### config.mk
export PLATFORM = sky130hd
export DESIGN_NAME = decode_execute_reg_flat
export DESIGN_NICKNAME = d
export VERILOG_FILES = /design/src/rtl/decode_execute_reg_if.sv /design/src/rtl/decode_execute_reg.sv /design/src/flat_wrapper.sv
export SDC_FILE = /design/constraint.sdc
export NUM_CORES = 1
export LEC_CHECK = 0
export ABC_AREA = 1
export CORE_AREA = 2 2 141 143
export DETAILED_ROUTE_END_ITERATION = 8
export DIE_AREA = 0 0 143 145
export PLACE_DENSITY = 0.76
export SKIP_LAST_GASP = 1
export SLEW_MARGIN = 5
export SYNTH_ARGS = -nofsm -noshare
export SYNTH_HDL_FRONTEND = slang
export SYNTH_SLANG_ARGS = --single-unit
### constraint.sdc
create_clock -name clk -period 1.7 [get_ports clk]
set_input_delay 0.17 -clock clk [delete_from_list [all_inputs] [get_ports clk]]
set_output_delay 0.17 -clock clk [all_outputs]
set_load 0.005 [all_outputs]
### src/rtl/decode_execute_reg_if.sv
// Decode/writeback inputs and execute-stage outputs of the
// decode/execute pipeline register.
interface decode_execute_reg_if #(
  parameter int DATA_WIDTH    = 32,
  parameter int ADDRESS_WIDTH = 5
);
  logic                     valid_D;
  logic [ADDRESS_WIDTH-1:0] rs1_D;
  logic [ADDRESS_WIDTH-1:0] rs2_D;
  logic [ADDRESS_WIDTH-1:0] rd_D;
  logic                     use_rs1_D;
  logic                     use_rs2_D;
  logic [DATA_WIDTH-1:0]    RD1_D;
  logic [DATA_WIDTH-1:0]    RD2_D;
  logic [DATA_WIDTH-1:0]    ImmExt_D;
  logic [DATA_WIDTH-1:0]    PC_D;
  logic                     RegWrite_D;
  logic                     MemRead_D;
  logic                     MemWrite_D;
  logic                     ALUSrc_D;
  logic                     Branch_D;
  logic                     Jump_D;
  logic [2:0]               ALUControl_D;

  logic                     WE3_W;
  logic [ADDRESS_WIDTH-1:0] AD3_W;
  logic [DATA_WIDTH-1:0]    WD3_W;
  logic                     flush_E;

  logic                     valid_E;
  logic [ADDRESS_WIDTH-1:0] rs1_E;
  logic [ADDRESS_WIDTH-1:0] rs2_E;
  logic [ADDRESS_WIDTH-1:0] rd_E;
  logic                     use_rs1_E;
  logic                     use_rs2_E;
  logic [DATA_WIDTH-1:0]    RD1_E;
  logic [DATA_WIDTH-1:0]    RD2_E;
  logic [DATA_WIDTH-1:0]    ImmExt_E;
  logic [DATA_WIDTH-1:0]    PC_E;
  logic                     RegWrite_E;
  logic                     MemRead_E;
  logic                     MemWrite_E;
  logic                     ALUSrc_E;
  logic                     Branch_E;
  logic                     Jump_E;
  logic [2:0]               ALUControl_E;
  logic                     stall_D;
  logic [15:0]              bubble_cnt;

  modport master (
    output valid_D, rs1_D, rs2_D, rd_D,
    output use_rs1_D, use_rs2_D,
    output RD1_D, RD2_D, ImmExt_D, PC_D,
    output RegWrite_D, MemRead_D, MemWrite_D,
    output ALUSrc_D, Branch_D, Jump_D,
    output ALUControl_D,
    output WE3_W, AD3_W, WD3_W, flush_E,
    input  valid_E, rs1_E, rs2_E, rd_E,
    input  use_rs1_E, use_rs2_E,
    input  RD1_E, RD2_E, ImmExt_E, PC_E,
    input  RegWrite_E, MemRead_E, MemWrite_E,
    input  ALUSrc_E, Branch_E, Jump_E,
    input  ALUControl_E, stall_D, bubble_cnt
  );

  modport slave (
    input  valid_D, rs1_D, rs2_D, rd_D,
    input  use_rs1_D, use_rs2_D,
    input  RD1_D, RD2_D, ImmExt_D, PC_D,
    input  RegWrite_D, MemRead_D, MemWrite_D,
    input  ALUSrc_D, Branch_D, Jump_D,
    input  ALUControl_D,
    input  WE3_W, AD3_W, WD3_W, flush_E,
    output valid_E, rs1_E, rs2_E, rd_E,
    output use_rs1_E, use_rs2_E,
    output RD1_E, RD2_E, ImmExt_E, PC_E,
    output RegWrite_E, MemRead_E, MemWrite_E,
    output ALUSrc_E, Branch_E, Jump_E,
    output ALUControl_E, stall_D, bubble_cnt
  );
endinterface

### src/rtl/decode_execute_reg.sv
// Decode/execute pipeline register with writeback bypass,
// load-use stall detection and a saturating bubble counter.
module decode_execute_reg #(
  parameter int DATA_WIDTH    = 32,
  parameter int ADDRESS_WIDTH = 5
) (
  input logic                 clk,
  input logic                 rst_n,
  decode_execute_reg_if.slave bus
);
  typedef struct packed {
    logic                     valid;
    logic [ADDRESS_WIDTH-1:0] rs1;
    logic [ADDRESS_WIDTH-1:0] rs2;
    logic [ADDRESS_WIDTH-1:0] rd;
    logic                     use1;
    logic                     use2;
    logic [DATA_WIDTH-1:0]    rd1;
    logic [DATA_WIDTH-1:0]    rd2;
    logic [DATA_WIDTH-1:0]    imm;
    logic [DATA_WIDTH-1:0]    pc;
    logic                     regwrite;
    logic                     memread;
    logic                     memwrite;
    logic                     alusrc;
    logic                     branch;
    logic                     jump;
    logic [2:0]               alu;
  } id_ex_t;

  id_ex_t                r_e;
  id_ex_t                w_load;
  logic [15:0]           r_cnt;
  logic [DATA_WIDTH-1:0] w_op1;
  logic [DATA_WIDTH-1:0] w_op2;
  logic                  w_hit1;
  logic                  w_hit2;
  logic                  w_dep;
  logic                  w_stall;
  logic                  w_bubble;

  assign w_hit1 = bus.WE3_W && (bus.AD3_W == bus.rs1_D);
  assign w_hit2 = bus.WE3_W && (bus.AD3_W == bus.rs2_D);

  // x0 check comes first so a write to x0 is never forwarded
  always_comb begin
    w_op1 = '0;
    priority case (1'b1)
      (bus.rs1_D == '0): w_op1 = '0;
      w_hit1:            w_op1 = bus.WD3_W;
      default:           w_op1 = bus.RD1_D;
    endcase
  end

  always_comb begin
    w_op2 = '0;
    priority case (1'b1)
      (bus.rs2_D == '0): w_op2 = '0;
      w_hit2:            w_op2 = bus.WD3_W;
      default:           w_op2 = bus.RD2_D;
    endcase
  end

  assign w_dep = (bus.use_rs1_D && bus.rs1_D == r_e.rd)
              || (bus.use_rs2_D && bus.rs2_D == r_e.rd);

  assign w_stall = r_e.valid && r_e.memread
                && r_e.regwrite && (r_e.rd != '0)
                && w_dep && bus.valid_D && !bus.flush_E;

  assign w_bubble = bus.flush_E || w_stall;

  always_comb begin
    w_load       = '0;
    w_load.valid = bus.valid_D;
    w_load.rs1   = bus.rs1_D;
    w_load.rs2   = bus.rs2_D;
    w_load.rd    = bus.rd_D;
    w_load.use1  = bus.use_rs1_D;
    w_load.use2  = bus.use_rs2_D;
    w_load.rd1   = w_op1;
    w_load.rd2   = w_op2;
    w_load.imm   = bus.ImmExt_D;
    w_load.pc    = bus.PC_D;
    w_load.alu   = bus.ALUControl_D;
    if (bus.valid_D) begin
      w_load.regwrite = bus.RegWrite_D;
      w_load.memread  = bus.MemRead_D;
      w_load.memwrite = bus.MemWrite_D;
      w_load.alusrc   = bus.ALUSrc_D;
      w_load.branch   = bus.Branch_D;
      w_load.jump     = bus.Jump_D;
    end
  end

  always_ff @(posedge clk or negedge rst_n) begin
    if (!rst_n) begin
      r_e   <= '0;
      r_cnt <= '0;
    end else begin
      r_e <= w_bubble ? '0 : w_load;
      if (w_bubble && r_cnt != 16'hFFFF)
        r_cnt <= r_cnt + 16'd1;
    end
  end

  assign bus.valid_E      = r_e.valid;
  assign bus.rs1_E        = r_e.rs1;
  assign bus.rs2_E        = r_e.rs2;
  assign bus.rd_E         = r_e.rd;
  assign bus.use_rs1_E    = r_e.use1;
  assign bus.use_rs2_E    = r_e.use2;
  assign bus.RD1_E        = r_e.rd1;
  assign bus.RD2_E        = r_e.rd2;
  assign bus.ImmExt_E     = r_e.imm;
  assign bus.PC_E         = r_e.pc;
  assign bus.RegWrite_E   = r_e.regwrite;
  assign bus.MemRead_E    = r_e.memread;
  assign bus.MemWrite_E   = r_e.memwrite;
  assign bus.ALUSrc_E     = r_e.alusrc;
  assign bus.Branch_E     = r_e.branch;
  assign bus.Jump_E       = r_e.jump;
  assign bus.ALUControl_E = r_e.alu;
  assign bus.stall_D      = w_stall;
  assign bus.bubble_cnt   = r_cnt;
endmodule
### src/flat_wrapper.sv
// flat-port wrapper written by rule: the top's interface ports become plain ports
module decode_execute_reg_flat 
#(
  parameter int DATA_WIDTH    = 32,
  parameter int ADDRESS_WIDTH = 5
)
  (clk, rst_n, bus_valid_D, bus_rs1_D, bus_rs2_D, bus_rd_D, bus_use_rs1_D, bus_use_rs2_D, bus_RD1_D, bus_RD2_D, bus_ImmExt_D, bus_PC_D, bus_RegWrite_D, bus_MemRead_D, bus_MemWrite_D, bus_ALUSrc_D, bus_Branch_D, bus_Jump_D, bus_ALUControl_D, bus_WE3_W, bus_AD3_W, bus_WD3_W, bus_flush_E, bus_valid_E, bus_rs1_E, bus_rs2_E, bus_rd_E, bus_use_rs1_E, bus_use_rs2_E, bus_RD1_E, bus_RD2_E, bus_ImmExt_E, bus_PC_E, bus_RegWrite_E, bus_MemRead_E, bus_MemWrite_E, bus_ALUSrc_E, bus_Branch_E, bus_Jump_E, bus_ALUControl_E, bus_stall_D, bus_bubble_cnt);
  decode_execute_reg_if #(.DATA_WIDTH(DATA_WIDTH), .ADDRESS_WIDTH(ADDRESS_WIDTH)) bus_i ();
  input logic clk;
  input logic rst_n;
  input wire logic [$bits(bus_i.valid_D)-1:0] bus_valid_D;
  input wire logic [$bits(bus_i.rs1_D)-1:0] bus_rs1_D;
  input wire logic [$bits(bus_i.rs2_D)-1:0] bus_rs2_D;
  input wire logic [$bits(bus_i.rd_D)-1:0] bus_rd_D;
  input wire logic [$bits(bus_i.use_rs1_D)-1:0] bus_use_rs1_D;
  input wire logic [$bits(bus_i.use_rs2_D)-1:0] bus_use_rs2_D;
  input wire logic [$bits(bus_i.RD1_D)-1:0] bus_RD1_D;
  input wire logic [$bits(bus_i.RD2_D)-1:0] bus_RD2_D;
  input wire logic [$bits(bus_i.ImmExt_D)-1:0] bus_ImmExt_D;
  input wire logic [$bits(bus_i.PC_D)-1:0] bus_PC_D;
  input wire logic [$bits(bus_i.RegWrite_D)-1:0] bus_RegWrite_D;
  input wire logic [$bits(bus_i.MemRead_D)-1:0] bus_MemRead_D;
  input wire logic [$bits(bus_i.MemWrite_D)-1:0] bus_MemWrite_D;
  input wire logic [$bits(bus_i.ALUSrc_D)-1:0] bus_ALUSrc_D;
  input wire logic [$bits(bus_i.Branch_D)-1:0] bus_Branch_D;
  input wire logic [$bits(bus_i.Jump_D)-1:0] bus_Jump_D;
  input wire logic [$bits(bus_i.ALUControl_D)-1:0] bus_ALUControl_D;
  input wire logic [$bits(bus_i.WE3_W)-1:0] bus_WE3_W;
  input wire logic [$bits(bus_i.AD3_W)-1:0] bus_AD3_W;
  input wire logic [$bits(bus_i.WD3_W)-1:0] bus_WD3_W;
  input wire logic [$bits(bus_i.flush_E)-1:0] bus_flush_E;
  output wire logic [$bits(bus_i.valid_E)-1:0] bus_valid_E;
  output wire logic [$bits(bus_i.rs1_E)-1:0] bus_rs1_E;
  output wire logic [$bits(bus_i.rs2_E)-1:0] bus_rs2_E;
  output wire logic [$bits(bus_i.rd_E)-1:0] bus_rd_E;
  output wire logic [$bits(bus_i.use_rs1_E)-1:0] bus_use_rs1_E;
  output wire logic [$bits(bus_i.use_rs2_E)-1:0] bus_use_rs2_E;
  output wire logic [$bits(bus_i.RD1_E)-1:0] bus_RD1_E;
  output wire logic [$bits(bus_i.RD2_E)-1:0] bus_RD2_E;
  output wire logic [$bits(bus_i.ImmExt_E)-1:0] bus_ImmExt_E;
  output wire logic [$bits(bus_i.PC_E)-1:0] bus_PC_E;
  output wire logic [$bits(bus_i.RegWrite_E)-1:0] bus_RegWrite_E;
  output wire logic [$bits(bus_i.MemRead_E)-1:0] bus_MemRead_E;
  output wire logic [$bits(bus_i.MemWrite_E)-1:0] bus_MemWrite_E;
  output wire logic [$bits(bus_i.ALUSrc_E)-1:0] bus_ALUSrc_E;
  output wire logic [$bits(bus_i.Branch_E)-1:0] bus_Branch_E;
  output wire logic [$bits(bus_i.Jump_E)-1:0] bus_Jump_E;
  output wire logic [$bits(bus_i.ALUControl_E)-1:0] bus_ALUControl_E;
  output wire logic [$bits(bus_i.stall_D)-1:0] bus_stall_D;
  output wire logic [$bits(bus_i.bubble_cnt)-1:0] bus_bubble_cnt;
  assign bus_i.valid_D = bus_valid_D;
  assign bus_i.rs1_D = bus_rs1_D;
  assign bus_i.rs2_D = bus_rs2_D;
  assign bus_i.rd_D = bus_rd_D;
  assign bus_i.use_rs1_D = bus_use_rs1_D;
  assign bus_i.use_rs2_D = bus_use_rs2_D;
  assign bus_i.RD1_D = bus_RD1_D;
  assign bus_i.RD2_D = bus_RD2_D;
  assign bus_i.ImmExt_D = bus_ImmExt_D;
  assign bus_i.PC_D = bus_PC_D;
  assign bus_i.RegWrite_D = bus_RegWrite_D;
  assign bus_i.MemRead_D = bus_MemRead_D;
  assign bus_i.MemWrite_D = bus_MemWrite_D;
  assign bus_i.ALUSrc_D = bus_ALUSrc_D;
  assign bus_i.Branch_D = bus_Branch_D;
  assign bus_i.Jump_D = bus_Jump_D;
  assign bus_i.ALUControl_D = bus_ALUControl_D;
  assign bus_i.WE3_W = bus_WE3_W;
  assign bus_i.AD3_W = bus_AD3_W;
  assign bus_i.WD3_W = bus_WD3_W;
  assign bus_i.flush_E = bus_flush_E;
  assign bus_valid_E = bus_i.valid_E;
  assign bus_rs1_E = bus_i.rs1_E;
  assign bus_rs2_E = bus_i.rs2_E;
  assign bus_rd_E = bus_i.rd_E;
  assign bus_use_rs1_E = bus_i.use_rs1_E;
  assign bus_use_rs2_E = bus_i.use_rs2_E;
  assign bus_RD1_E = bus_i.RD1_E;
  assign bus_RD2_E = bus_i.RD2_E;
  assign bus_ImmExt_E = bus_i.ImmExt_E;
  assign bus_PC_E = bus_i.PC_E;
  assign bus_RegWrite_E = bus_i.RegWrite_E;
  assign bus_MemRead_E = bus_i.MemRead_E;
  assign bus_MemWrite_E = bus_i.MemWrite_E;
  assign bus_ALUSrc_E = bus_i.ALUSrc_E;
  assign bus_Branch_E = bus_i.Branch_E;
  assign bus_Jump_E = bus_i.Jump_E;
  assign bus_ALUControl_E = bus_i.ALUControl_E;
  assign bus_stall_D = bus_i.stall_D;
  assign bus_bubble_cnt = bus_i.bubble_cnt;
  decode_execute_reg #(.DATA_WIDTH(DATA_WIDTH), .ADDRESS_WIDTH(ADDRESS_WIDTH)) u_core (.clk(clk), .rst_n(rst_n), .bus(bus_i));
endmodule
==> impl_metrics.csv <==
group,metric,value,unit
drt,wl_per_cell,16.6,um
floorplan,rows,51,
clocking,cts_sinks,171,
critical_path,path_buf_inv,2,
cells_and_area,drive_above_1_share,0.122,
synthesis,yosysTopAreaCell,"dfrtp_1",
sta,fmax,582,MHz
critical_path,reg2reg_depth,10,
synthesis,synth_compound_area_frac,0.0547,
critical_path,regToRegEndpoint,"u_core.bus.RD2_E[2]",
critical_path,crit_slowest_cell,"dfrtp_1",
critical_path,crit_path_frequent_cell,"nand2_1",
global_routing,grt_pass1_wl,37800,um
critical_path,cp_max_fo,4,
global_routing,grt_pass1_vias,7191,
synthesis,synth.mux.area_fraction,0,
critical_path,critPathLaunchType,"flip-flop",
drt,drt_iter0_drc,317,
critical_path,slowest_delay,0.42,ns
synthesis,synth_ff_type,"dfrtp_1",
drt,viasPerCell,4.72,
cells_and_area,multi_input_area,2270,um^2
clocking,h-tree-depth,4,
critical_path,cp-end-kind,"output port",
global_routing,grt_max_degree,46,
sta,fin_crit,1.72,ns
sta,setup_viol_count_final,1,
placed_design,post-place-cells,1446,
sta,period_share,1.01,
clocking,clk_path_buf_depth,2,
placed_design,io_buffers,367,
placed_design,place_ws,-0.295,ns
critical_path,ff2ff_setup_slack,0.01,ns
hold_path,min_path_type,"input port to asynchronous set/reset pin",
synthesis,ys_seq_elements,171,
global_routing,grt_usage,0.235,
critical_path,cp_num_cells,9,
synthesis,synth-edff-count,0,
critical_path,rr_startpoint,"u_core.bus.rd_E[0]",
synthesis,yosysWarnings,0,
floorplan,fp.dieH,145,um
placed_design,gp_congestion,0.850,
drt,wirelength,24600,um
sta,worstMarginPinSlew,0.485,ns
sta,fin_tns_setup,-0.0175,ns
pwr,finalPower,0.0106,W
pwr,power_leakage,5.85,nW
global_routing,overflow,0,
critical_path,crit_arrival,1.55,ns
sta,rsz0062_at_grt,"yes",
floorplan,dieArea,20700,um^2
job,max-cap-violations,0,
global_routing,antenna_found_initial,2,
outcome,status,"finished, violations left",
synthesis,synthAdderAreaFrac,0.00175,
floorplan,initial_core_util,0.372,
pwr,pwr_density_cell,860,nW/um^2
sta,hold_viol_final,0,
drt,ant_nets,0,
synthesis,synth_top_family_by_area,"simple AND/OR/NAND/NOR gates",
cells_and_area,fill_cells,1577,
clocking,cts_inserted_buffers,17,
clocking,clock_latency,0.42,ns
synthesis,synthArstFlopShare,1.00,
clocking,clock-root-buffer,"clkbuf_16",
sta,relSlewSlack,0.676,
floorplan,dieWidth,143,um
synthesis,synth.avg_cell_area,9.01,um^2
drt,drtPass1Iterations,5,
synthesis,yosysTopAreaCellShare,0.600,
cells_and_area,syn_to_final_growth,73.0,%
drt,post-route-drc-count,0,
outcome,violations,"negative setup slack",
cells_and_area,regArea,4280,um^2
synthesis,yosys.area_share.simple,0.241,
drt,vias,7025,
floorplan,core_area,19200,um^2
synthesis,ys_seq_area_frac,0.600,
critical_path,crit_family,"simple AND/OR/NAND/NOR gates",
pwr,max-vdd-ir-drop,0.000639,V
sta,worst_slack,-0.0175,ns
floorplan,ioPinCount,368,
synthesis,yosysUniqueCellTypes,26,
critical_path,worstSetupPathType,"flip-flop to output port",
critical_path,crit_required,1.53,ns
synthesis,synthesis.nets,989,
synthesis,synth_area_leaders,"dfrtp_1, nand2_1, nand4_1",
clocking,clkTransAtPathRegs,0.07,ns
synthesis,synth_cells,792,
placed_design,dpl.hpwl,18700,um
sta,clock_skew,0.0114,ns
cells_and_area,final_nets,1403,
synthesis,netlist_area,7140,um^2
clocking,cts_tree,"yes",
sta,maxSlewViolCount,0,
synthesis,yosys.area_share.xor_xnor,0.0123,
cells_and_area,fin_cells,1487,
critical_path,crit_chain,"inv_2, nand2_1, nand2_1, nor2_1, nand3_1, nand2_1, nand2_2, nor2_1, buf_2",
==> sequential cells by signal, summed over array words and instances (netlist names), 3 cells and up <==
name and flops:
u_core.bus.rd_E 5, u_core.bus.rs2_E 5, u_core.bus.bubble_cnt 16, u_core.bus.RD2_E 32, u_core.bus.rs1_E 5, u_core.bus.ALUControl_E 3, u_core.bus.PC_E 32, u_core.bus.ImmExt_E 32
u_core.bus.RD1_E 32
==> synth_stat cells, drive strengths merged (2+ instances only) <==
library cell    n
o22ai           4
xnor2           2
o21ai           4
a21oi          69
dfrtp         171
buf            43
nand3          31
inv           104
nand4          67
nand2         164
nor2          116
xor2            8
nor3            5
==> per-stage QoR <==
step / hold WS (ns) / cell area [um^2] / utilization
after global placement: 0.143 / 11600 / 0.604
after global routing: 0.247 / 12300 / 0.643
final: 0.253 / 12300 / 0.643
after detailed placement: 0.144 / 11600 / 0.604
after CTS: 0.241 / 12300 / 0.639
after floorplan: -0.126 / 7140 / -
==> report_power, final <==
group | switching, W | leakage (nW) | internal [W]
Sequential | 0.000152 | 2.22 | 0.00432
Clock | 0.00173 | 0.303 | 0.00240
Combinational | 0.000838 | 3.33 | 0.00118
Total | 0.00272 | 5.85 | 0.00790
==> timing repair <==
action | CTS | global route
hold buffers | 1 | 0
setup endpoints to repair | 88 | 169
hold endpoints to repair | 39 | 0
gates cloned | 0 | 1
resized for setup | 7 | 13
pin swaps | 2 | 4
setup buffers | 4 | 0
==> layer usage <==
layer  track usage  vias up  share of wire
met5             0        -              0
li1              -     3342              -
met3        0.0729       52          0.089
met4         0.102        0          0.032
met1         0.262     3292           0.36
met2         0.408      339           0.51
==> worst max path at each step <==
stage | to | slack (ns) | start
2_1_floorplan | u_core.bus.bubble_cnt[6] | 0.12 | u_core.bus.bubble_cnt[0]
3_3_place_gp | bus_stall_D | -0.32 | bus_rs2_D[2]
3_5_place_dp | u_core.bus.ImmExt_E[10] | -0.30 | bus_rs2_D[2]
4_1_cts | bus_stall_D | -0.03 | u_core.bus.rd_E[2]
5_1_grt | u_core.bus.bubble_cnt[3] | -0.13 | u_core.bus.rd_E[4]
6_report | bus_stall_D | -0.02 | u_core.bus.rd_E[2]
==> area by class of cell <==
class	count	area share
clock buffer	19	0.0359
timing repair buffer	439	0.360
clock inverter	13	0.0144
inverter	105	0.0319
antenna	3	0.000608
tap	265	0.0269
sequential	171	0.347
multi-input combinational	472	0.184
==> placed cells by master, fill, tap and decap left out, types with 4 or more instances in the layout <==
| cell | count |
|---|---|
| nor3_1 | 4 |
| o22ai_1 | 4 |
| inv_6 | 4 |
| nor2_1 | 101 |
| inv_2 | 13 |
| nand2_1 | 160 |
| nor2_2 | 15 |
| buf_12 | 15 |
| a21oi_1 | 60 |
| xor2_1 | 8 |
| inv_1 | 91 |
| clkbuf_16 | 18 |
| clkdlybuf4s50_1 | 365 |
| a21oi_2 | 9 |
| buf_4 | 53 |
| nand3_1 | 29 |
| o21ai_0 | 4 |
| dfrtp_1 | 170 |
| nand4_1 | 67 |
==> logic make-up (layout without fill, tap and decap cells) <==
| family | after synthesis | after routing |
|---|---|---|
| compound gates | 77 | 77 |
| simple gates | 384 | 384 |
| flops | 171 | 171 |
| fa+ha+maj | 1 | 1 |
| buf+inv | 149 | 576 |
| other cells | 0 | 3 |
| xor+xnor | 10 | 10 |
(Power assumes the default switching activity.)
